**src/rtl/word_serializer_if.sv**
```systemverilog
// Word-in / byte-out handshake bundle for word_serializer.
// slave is the serializer's view; master is the view of the logic driving it.
interface word_serializer_if;
    localparam int unsigned WORD_W = 64;
    localparam int unsigned BYTE_W = 8;

    logic              i_word_valid;
    logic [WORD_W-1:0] i_word_data;
    logic              o_word_ready;
    logic              o_byte_valid;
    logic [BYTE_W-1:0] o_byte_data;
    logic              o_byte_last;
    logic              i_byte_ready;

    modport slave (
        input  i_word_valid,
        input  i_word_data,
        input  i_byte_ready,
        output o_word_ready,
        output o_byte_valid,
        output o_byte_data,
        output o_byte_last
    );

    modport master (
        output i_word_valid,
        output i_word_data,
        output i_byte_ready,
        input  o_word_ready,
        input  o_byte_valid,
        input  o_byte_data,
        input  o_byte_last
    );
endinterface

```
**src/rtl/word_serializer.sv**
```systemverilog
// Serializes 64-bit words into 8-bit bytes and flags the last byte of each block.
// Optional XOR checksum trailer per block: define WORD_SERIALIZER_CHECKSUM_EN.
module word_serializer #(
    parameter int unsigned BLOCK_WORDS = 64,
    parameter bit          MSB_FIRST   = 1'b1
) (
    input  logic               sys_clk,
    input  logic               sys_rst_n,
    word_serializer_if.slave   bus
);
    localparam int unsigned WORD_W = 64;
    localparam int unsigned BYTE_W = 8;
    localparam int unsigned IDX_W  = 3;
    localparam int unsigned CNT_W  = 6;

    localparam logic [CNT_W-1:0] LAST_WORD = CNT_W'(BLOCK_WORDS - 1);
    localparam logic [IDX_W-1:0] LAST_BYTE = IDX_W'(7);
    localparam logic [IDX_W-1:0] PREV_BYTE = IDX_W'(6);
`ifdef WORD_SERIALIZER_CHECKSUM_EN
    localparam bit CKSUM_EN = 1'b1;
`else
    localparam bit CKSUM_EN = 1'b0;
`endif

    typedef enum logic [1:0] {S_EMPTY, S_SHIFT, S_CKSUM} state_t;

    state_t              state;
    logic [WORD_W-1:0]   hold;
    logic [IDX_W-1:0]    bidx;
    logic [CNT_W-1:0]    wcnt;
    logic                byte_valid;
    logic [BYTE_W-1:0]   byte_data;
    logic                byte_last;
`ifdef WORD_SERIALIZER_CHECKSUM_EN
    logic [BYTE_W-1:0]   csum;
`endif

    logic last_word;
    logic last_byte;
    logic cksum_pending;
    logic byte_hs;
    logic word_ready_c;

    function automatic logic [BYTE_W-1:0] pick(input logic [WORD_W-1:0] w,
                                               input logic [IDX_W-1:0]  i);
        if (MSB_FIRST)
            return w[8*(7-int'(i)) +: 8];
        else
            return w[8*int'(i) +: 8];
    endfunction

    assign last_word     = (wcnt == LAST_WORD);
    assign last_byte     = (bidx == LAST_BYTE);
    assign cksum_pending = CKSUM_EN & last_word;
    assign byte_hs       = byte_valid & bus.i_byte_ready;

    // Word accept looks through to i_byte_ready so words stream with no bubble.
    always_comb begin
        word_ready_c = 1'b0;
        if (sys_rst_n) begin
            if (state == S_EMPTY)
                word_ready_c = 1'b1;
            else if (state == S_SHIFT && last_byte && bus.i_byte_ready && !cksum_pending)
                word_ready_c = 1'b1;
        end
    end

    assign bus.o_word_ready = word_ready_c;
    assign bus.o_byte_valid = byte_valid;
    assign bus.o_byte_data  = byte_data;
    assign bus.o_byte_last  = byte_last;

    always_ff @(posedge sys_clk or negedge sys_rst_n) begin
        if (!sys_rst_n) begin
            state      <= S_EMPTY;
            hold       <= '0;
            bidx       <= '0;
            wcnt       <= '0;
            byte_valid <= 1'b0;
            byte_data  <= '0;
            byte_last  <= 1'b0;
`ifdef WORD_SERIALIZER_CHECKSUM_EN
            csum       <= '0;
`endif
        end else begin
            case (state)
                S_EMPTY: begin
                    if (bus.i_word_valid) begin
                        hold       <= bus.i_word_data;
                        bidx       <= '0;
                        byte_data  <= pick(bus.i_word_data, '0);
                        byte_valid <= 1'b1;
                        byte_last  <= 1'b0;
                        state      <= S_SHIFT;
                    end
                end
                S_SHIFT: begin
                    if (byte_hs) begin
`ifdef WORD_SERIALIZER_CHECKSUM_EN
                        csum <= csum ^ byte_data;
`endif
                        if (!last_byte) begin
                            bidx      <= bidx + IDX_W'(1);
                            byte_data <= pick(hold, bidx + IDX_W'(1));
                            byte_last <= !CKSUM_EN && (bidx == PREV_BYTE) && last_word;
                        end else begin
                            wcnt <= last_word ? '0 : wcnt + CNT_W'(1);
                            if (cksum_pending) begin
                                // Trailer carries the XOR including the byte just sent.
`ifdef WORD_SERIALIZER_CHECKSUM_EN
                                byte_data <= csum ^ byte_data;
`endif
                                byte_last <= 1'b1;
                                state     <= S_CKSUM;
                            end else if (bus.i_word_valid) begin
                                hold      <= bus.i_word_data;
                                bidx      <= '0;
                                byte_data <= pick(bus.i_word_data, '0);
                                byte_last <= 1'b0;
                            end else begin
                                byte_valid <= 1'b0;
                                byte_last  <= 1'b0;
                                state      <= S_EMPTY;
                            end
                        end
                    end
                end
`ifdef WORD_SERIALIZER_CHECKSUM_EN
                S_CKSUM: begin
                    if (byte_hs) begin
                        csum       <= '0;
                        byte_valid <= 1'b0;
                        byte_last  <= 1'b0;
                        state      <= S_EMPTY;
                    end
                end
`endif
                default: state <= S_EMPTY;
            endcase
        end
    end
endmodule

```
**src/flat_wrapper.sv**
```systemverilog
// flat-port wrapper written by rule: the top's interface ports become plain ports
module word_serializer_flat 
#(
    parameter int unsigned BLOCK_WORDS = 64,
    parameter bit          MSB_FIRST   = 1'b1
)
  (sys_clk, sys_rst_n, bus_i_word_valid, bus_i_word_data, bus_i_byte_ready, bus_o_word_ready, bus_o_byte_valid, bus_o_byte_data, bus_o_byte_last);
  word_serializer_if bus_i ();
  input  logic sys_clk;
  input  logic sys_rst_n;
  input wire logic [$bits(bus_i.i_word_valid)-1:0] bus_i_word_valid;
  input wire logic [$bits(bus_i.i_word_data)-1:0] bus_i_word_data;
  input wire logic [$bits(bus_i.i_byte_ready)-1:0] bus_i_byte_ready;
  output wire logic [$bits(bus_i.o_word_ready)-1:0] bus_o_word_ready;
  output wire logic [$bits(bus_i.o_byte_valid)-1:0] bus_o_byte_valid;
  output wire logic [$bits(bus_i.o_byte_data)-1:0] bus_o_byte_data;
  output wire logic [$bits(bus_i.o_byte_last)-1:0] bus_o_byte_last;
  assign bus_i.i_word_valid = bus_i_word_valid;
  assign bus_i.i_word_data = bus_i_word_data;
  assign bus_i.i_byte_ready = bus_i_byte_ready;
  assign bus_o_word_ready = bus_i.o_word_ready;
  assign bus_o_byte_valid = bus_i.o_byte_valid;
  assign bus_o_byte_data = bus_i.o_byte_data;
  assign bus_o_byte_last = bus_i.o_byte_last;
  word_serializer #(.BLOCK_WORDS(BLOCK_WORDS), .MSB_FIRST(MSB_FIRST)) u_core (.sys_clk(sys_clk), .sys_rst_n(sys_rst_n), .bus(bus_i));
endmodule
```
**config.mk**
```make
export PLATFORM = sky130hd
export DESIGN_NAME = word_serializer_flat
export DESIGN_NICKNAME = d
export VERILOG_FILES = /design/src/rtl/word_serializer_if.sv /design/src/rtl/word_serializer.sv /design/src/flat_wrapper.sv
export SDC_FILE = /design/constraint.sdc
export NUM_CORES = 1
export LEC_CHECK = 0
export BUFFER_PORTS_ARGS = -buffer_cell sky130_fd_sc_hd__buf_2
export CORE_MARGIN = 2
export CORE_UTILIZATION = 59
export CTS_CLUSTER_SIZE = 30
export DETAILED_ROUTE_END_ITERATION = 16
export PLACE_DENSITY = 0.85
export SLEW_MARGIN = 20
export SYNTH_ARGS = -nofsm -noshare
export SYNTH_HDL_FRONTEND = slang
export SYNTH_SLANG_ARGS = --single-unit
```
**constraint.sdc**
```tcl
create_clock -name sys_clk -period 3 [get_ports sys_clk]
set_input_delay 0.6 -clock sys_clk [delete_from_list [all_inputs] [get_ports sys_clk]]
set_output_delay 0.6 -clock sys_clk [all_outputs]
set_load 0.005 [all_outputs]
```
# [After elaboration in Yosys (flattened, before gate mapping)]
# Cells that the tools add are included.
[op_classes] addsub=3 multipliers=0 div_mod_pow=0 n_lt_le_gt_ge=0 n_eq_ne=8 shift=1 muxes=30 bitwise_logic=1 reduce_logical=11
[ops] cell="$mux W64" n=3
[ops] cell="$pmux W64 S2" n=1
[ops] cell="$shiftx A64 B32 Y8" n=1
[ops] cell="$mux W8" n=3
[ops] cell="$pmux W8 S2" n=1
[ops] cell="$mux W1" n=10
[ops] cell="$mux W3" n=3
[ops] cell="$reduce_and A3 Y1" n=3
[ops] cell="$mux W2" n=4
[ops] cell="$add A6 B1 Y6 const B" n=1
[ops] cell="$eq A3 B3 Y1 const B" n=2
[ops] cell="$eq A6 B6 Y1 const B" n=1
[ops] cell="$mux W6" n=1
[ops] cell="$pmux W3 S2" n=1
[ops] cell="$reduce_and A5 Y1" n=1
[ops] cell="$ne A2 B1 Y1 const B" n=2
[ops] cell="$ne A2 B2 Y1 const B" n=2
[ops] cell="$pmux W1 S2" n=2
[ops] cell="$pmux W2 S2" n=1
[ops] cell="$reduce_and A4 Y1" n=1
[ops] cell="$sub A3 B3 Y4 const A" n=1
[ops] cell="$add A3 B1 Y3 const B" n=1
[ops] cell="$logic_and A1 B1 Y1" n=3
[ops] cell="$eq A2 B1 Y1 const B" n=1
[ops] cell="4 further kinds" n=4
[totals] regBits=85 latch_bits=0 ram_bits=0 rom_bits=0 in_bits=68 out_inout_bits=11 n_memories=0

# [Logic depth before layout (Yosys ltp)]
[logic_depth] depth_word=6 ltp_mapped=7

# [Worst setup path after synthesis]
# No wires, ideal clock.
[synth_timing] path_type="flip-flop to flip-flop" startpoint="register u_core.bidx[0]" endpoint="register u_core.byte_data[0] (netlist: u_core.bus.o_byte_data[0])" setup_time_ns=0.128 arrival_time_ns=1.919 required_time_ns=2.872 setup_slack_ns=0.954 path_stages_with_launch=7 path_buffers=1 synth_period_minus_slack_ns=2.046 cell_sequence="dfrtp_1 -> clkinv_1 -> ha_1 -> clkbuf_1 -> mux4_1 -> o2111ai_1 -> nand3_1"
[synth_between] elab_chain_len=6 elab_cells_between_ends=7
[synth_lines] element="from (decl)" line="word_serializer.sv:29" text="logic [IDX_W-1:0] bidx;"
[synth_lines] element="from (signal assigned)" line="word_serializer.sv:103" text="bidx <= bidx + IDX_W'(1);"
[synth_lines] element="$add A3 B1 Y3" line="word_serializer.sv:104" text="byte_data <= pick(hold, bidx + IDX_W'(1));"
[synth_lines] element="$sub A3 B3 Y4" line="word_serializer.sv:47" text="return w[8*(7-int'(i)) +: 8];"
[synth_lines] element="$shiftx A64 B32 Y8" line="word_serializer.sv:47"
[synth_lines] element="$mux W8 (*)" line="word_serializer.sv:102" text="if (!last_byte) begin"
[synth_lines] element="$mux W8 (*)" line="word_serializer.sv:98" text="if (byte_hs) begin"
[synth_lines] element="$pmux W8 S2 (*)" line="word_serializer.sv:86" text="case (state)"
[synth_lines] element="to (signal assigned)" line="word_serializer.sv:91" text="byte_data <= pick(bus.i_word_data, '0);"
[synth_lines] element="to (signal assigned)" line="word_serializer.sv:104"
[synth_lines] element="to (signal assigned)" line="word_serializer.sv:118" text="byte_data <= pick(bus.i_word_data, '0);"
[synth_lines] element="to (decl)" line="word_serializer.sv:32" text="logic [BYTE_W-1:0] byte_data;"
# Mark *: on every way between the ends. The rest lies on a longest branch, timed or not. The select of a mux whose other input is x is not followed.
# A chain may end at the register's enable or synchronous reset.

# [Worst setup path after layout]
[layout_timing] startpoint="register u_core.bidx[0]" endpoint="register u_core.byte_data[2] (netlist: u_core.bus.o_byte_data[2])"
# The elaborated chain is that of the path after synthesis.

==> flow_metrics.tcl <==
set metrics [dict create \
    cts-htree-levels 3 \
    max_freq_ghz 0.396 \
    drv_slew 0 \
    synth_cell_types 36 \
    cts.path.max_buffers 2 \
    crit_required_ps 3230 \
    clk_pin_slew_ps 80 \
    clockRootBuffer "clkbuf_8" \
    status "finished clean" \
    fin_nets 563 \
    worst_ir_drop_vdd_mv 0.581 \
    drive_gt1_frac 0.226 \
    holdBufCountCts 0 \
    cts_tree "yes" \
    critical_path.startpoint_type "register" \
    p_leak_nw 2.40 \
    synth_seq_cells 83 \
    grt_use_total 0.250 \
    cts_made_buffers 9 \
    area_delta_synth_final_pct 17.2 \
    ys_seq_area_frac 0.538 \
    postSynthCellCount 415 \
    setup_viol 0 \
    fin_crit_ps 2530 \
    grt-ovfl-total 0 \
    path_max_fanout 15 \
    insertion_delay_ps 360 \
    fin_setup_tns_ps 0 \
    worstPathArrival_ps 2760 \
    crit_type "register to register" \
    timing.final.crit_share 0.842 \
    gp_routability_congestion 0.837 \
    avgSynthCellArea_um2 9.30 \
    grt_pass1_wl_um 14000 \
    portBuffers 78 \
    post_cts_resized 0 \
    switching_share 0.364 \
    power_mw 4.56 \
    hold_viol_final 0 \
    maxCapViolCount 0 \
    initial_core_util 0.608 \
    worst_pin_slew_ps 737 \
    dr.pass1.iters 4 \
    num_vias 3108 \
    hpwl_um 5910 \
    synth_area_mm2 0.00386 \
    ios 79 \
    layout_commonest_cell "nand2_1" \
    fin_skew_ps 4.38 \
    power.share.sequential 0.428 \
    grt_pass1_vias 3066 \
    top_layer "met4" \
    comb_power_share 0.395 \
    drt-wirelength-per-cell_um 14.6 \
    drc 0 \
    viasPerCell 5.42 \
    drt-initial-drc-count 249 \
    ant_nets 0 \
    wl_met1_um 3440 \
    rows 29 \
    rsz0062_at_grt "false" \
    power_density_mw_per_mm2 1010 \
    diodes 0 \
    wl_met2_um 4220 \
    cts_sinks 83 \
    hold_path_class "input port to asynchronous set/reset pin" \
    synth_nets 487 \
    finalWirelength_um 8390 \
    power.internal_mw 2.90 \
    die_area_mm2 0.00721 \
    core_area_mm2 0.00635 \
    grt_max_degree 84 \
    switchingPower_mw 1.66 \
    post_cts_buffers 0 \
    fin_area_mm2 0.00452 \
    dpl_cell_area_mm2 0.00433 \
    die_width_um 84.9 \
    power_frac_clock 0.176 \
    slew_headroom 0.509 \
    die_h_um 84.9 \
    worstSetupEndpointType "register" \
    antenna_found_initial 0 \
    r2r_setup_slack_ps 470 \
    synth_warnings 0 \
    final_cell_mix "nand2_1, dfrtp_1, buf_2, nand3_1, clkbuf_8" \
    dr_wl_met3_um 524 \
]
==> power by group through the flow <==
stage | clock [mW] | combinational, mW | sequential, mW
3_3_place_gp | 0 | 1.71 | 1.95
4_1_cts | 0.817 | 1.82 | 1.95
6_report | 0.805 | 1.80 | 1.96
5_1_grt | 0.854 | 2.01 | 2.00
3_5_place_dp | 0 | 1.79 | 1.97
2_1_floorplan | 0 | 1.42 | 1.84
==> critical path, cell delays in order, from the launching register on <==
cell      delay, ps
dfrtp_1         530
ha_1            410
xor2_4          530
mux4_1          630
o21ai_0         190
o211ai_1        110
==> flip-flops by register name (all words and copies together) (netlist names) <==
signal                  cells
u_core.bidx                 3
u_core.bus.o_byte_data      8
u_core.bus.o_byte_last      1
u_core.hold                64
u_core.state                1
u_core.wcnt                 6
==> cells in the mapped netlist <==
cell | number | area share
a21o_1 | 1 | 0.0019
xnor2_1 | 4 | 0.0091
clkinv_1 | 1 | 0.00097
o2111ai_1 | 3 | 0.0068
ha_1 | 4 | 0.013
nand4_1 | 3 | 0.0049
nor3_1 | 2 | 0.0026
a21boi_0 | 2 | 0.0039
mux4_1 | 5 | 0.034
a31oi_1 | 3 | 0.0049
mux2i_1 | 9 | 0.023
o22ai_1 | 3 | 0.0049
nor2b_1 | 1 | 0.0016
mux4_2 | 7 | 0.041
and4_1 | 1 | 0.0023
and3_1 | 2 | 0.0032
or3b_2 | 1 | 0.0023
and2_1 | 1 | 0.0016
buf_2 | 9 | 0.012
inv_1 | 1 | 0.00097
clkbuf_1 | 11 | 0.011
nand3_1 | 13 | 0.017
o21a_1 | 1 | 0.0019
nand2b_1 | 2 | 0.0032
a211oi_1 | 2 | 0.0039
clkbuf_2 | 1 | 0.0013
a21oi_1 | 4 | 0.0052
o21ai_0 | 9 | 0.012
dfrtp_1 | 83 | 0.54
a21bo_2 | 1 | 0.0026
nand2_1 | 217 | 0.21
o31ai_1 | 1 | 0.0019
xor2_4 | 1 | 0.0071
buf_6 | 1 | 0.0029
nor2_1 | 3 | 0.0029
o211ai_1 | 2 | 0.0039
==> metal layers <==
| layer | GRT usage | up-vias |
|---|---|---|
| li1 | - | 1511 |
| met1 | 0.332 | 1478 |
| met2 | 0.407 | 100 |
| met3 | 0.0457 | 19 |
| met4 | 0.115 | 0 |
| met5 | 0 | - |
==> kinds of logic (layout without fill, tap and decap cells) <==
kind of cell	count (synthesis)	in the layout	share of synthesized area
AOI/OAI and AO/OA	32	32	0.0535
xor gates and xnor gates	5	5	0.0162
adders and majority gates	4	4	0.0130
buffers and inverters	24	105	0.0285
DFF	83	83	0.538
muxes	21	21	0.0982
and+or+nand+nor	246	246	0.253
==> metrics by stage <==
stage                     setup slack [ps]  instances   util  hold WS (ps)
after floorplan                        954        415      -           304
after global placement                 606        557  0.681           454
after detailed placement               523        557  0.681           458
after CTS                              479        573  0.712           415
after global routing                   285        573  0.713           421
final                                  475        573  0.713           383
==> final timing paths <==
path / startpoint / to / depth (start not counted)
min in group sys_clk: bus_i_word_data[26] / u_core.hold[26] / 3
max: u_core.bidx[0] / u_core.bus.o_byte_data[2] / 5
min: sys_rst_n / u_core.wcnt[4] / 2
max reg2reg: u_core.bidx[0] / u_core.bus.o_byte_data[2] / 5
min reg2reg: u_core.hold[53] / u_core.hold[53] / 2
max in group asynchronous: sys_rst_n / u_core.hold[45] / 2
==> final cells by class <==
class / instances / area, µm²
Multi-Input combinational cell: 308 / 1680
Clock buffer: 12 / 145
Fill cell: 467 / 1830
Sequential cell: 83 / 2080
Tap cell: 77 / 96.3
Clock inverter: 4 / 50.0
Inverter: 2 / 7.51
Timing Repair Buffer: 87 / 464
Power figures use the tool's default switching activity.
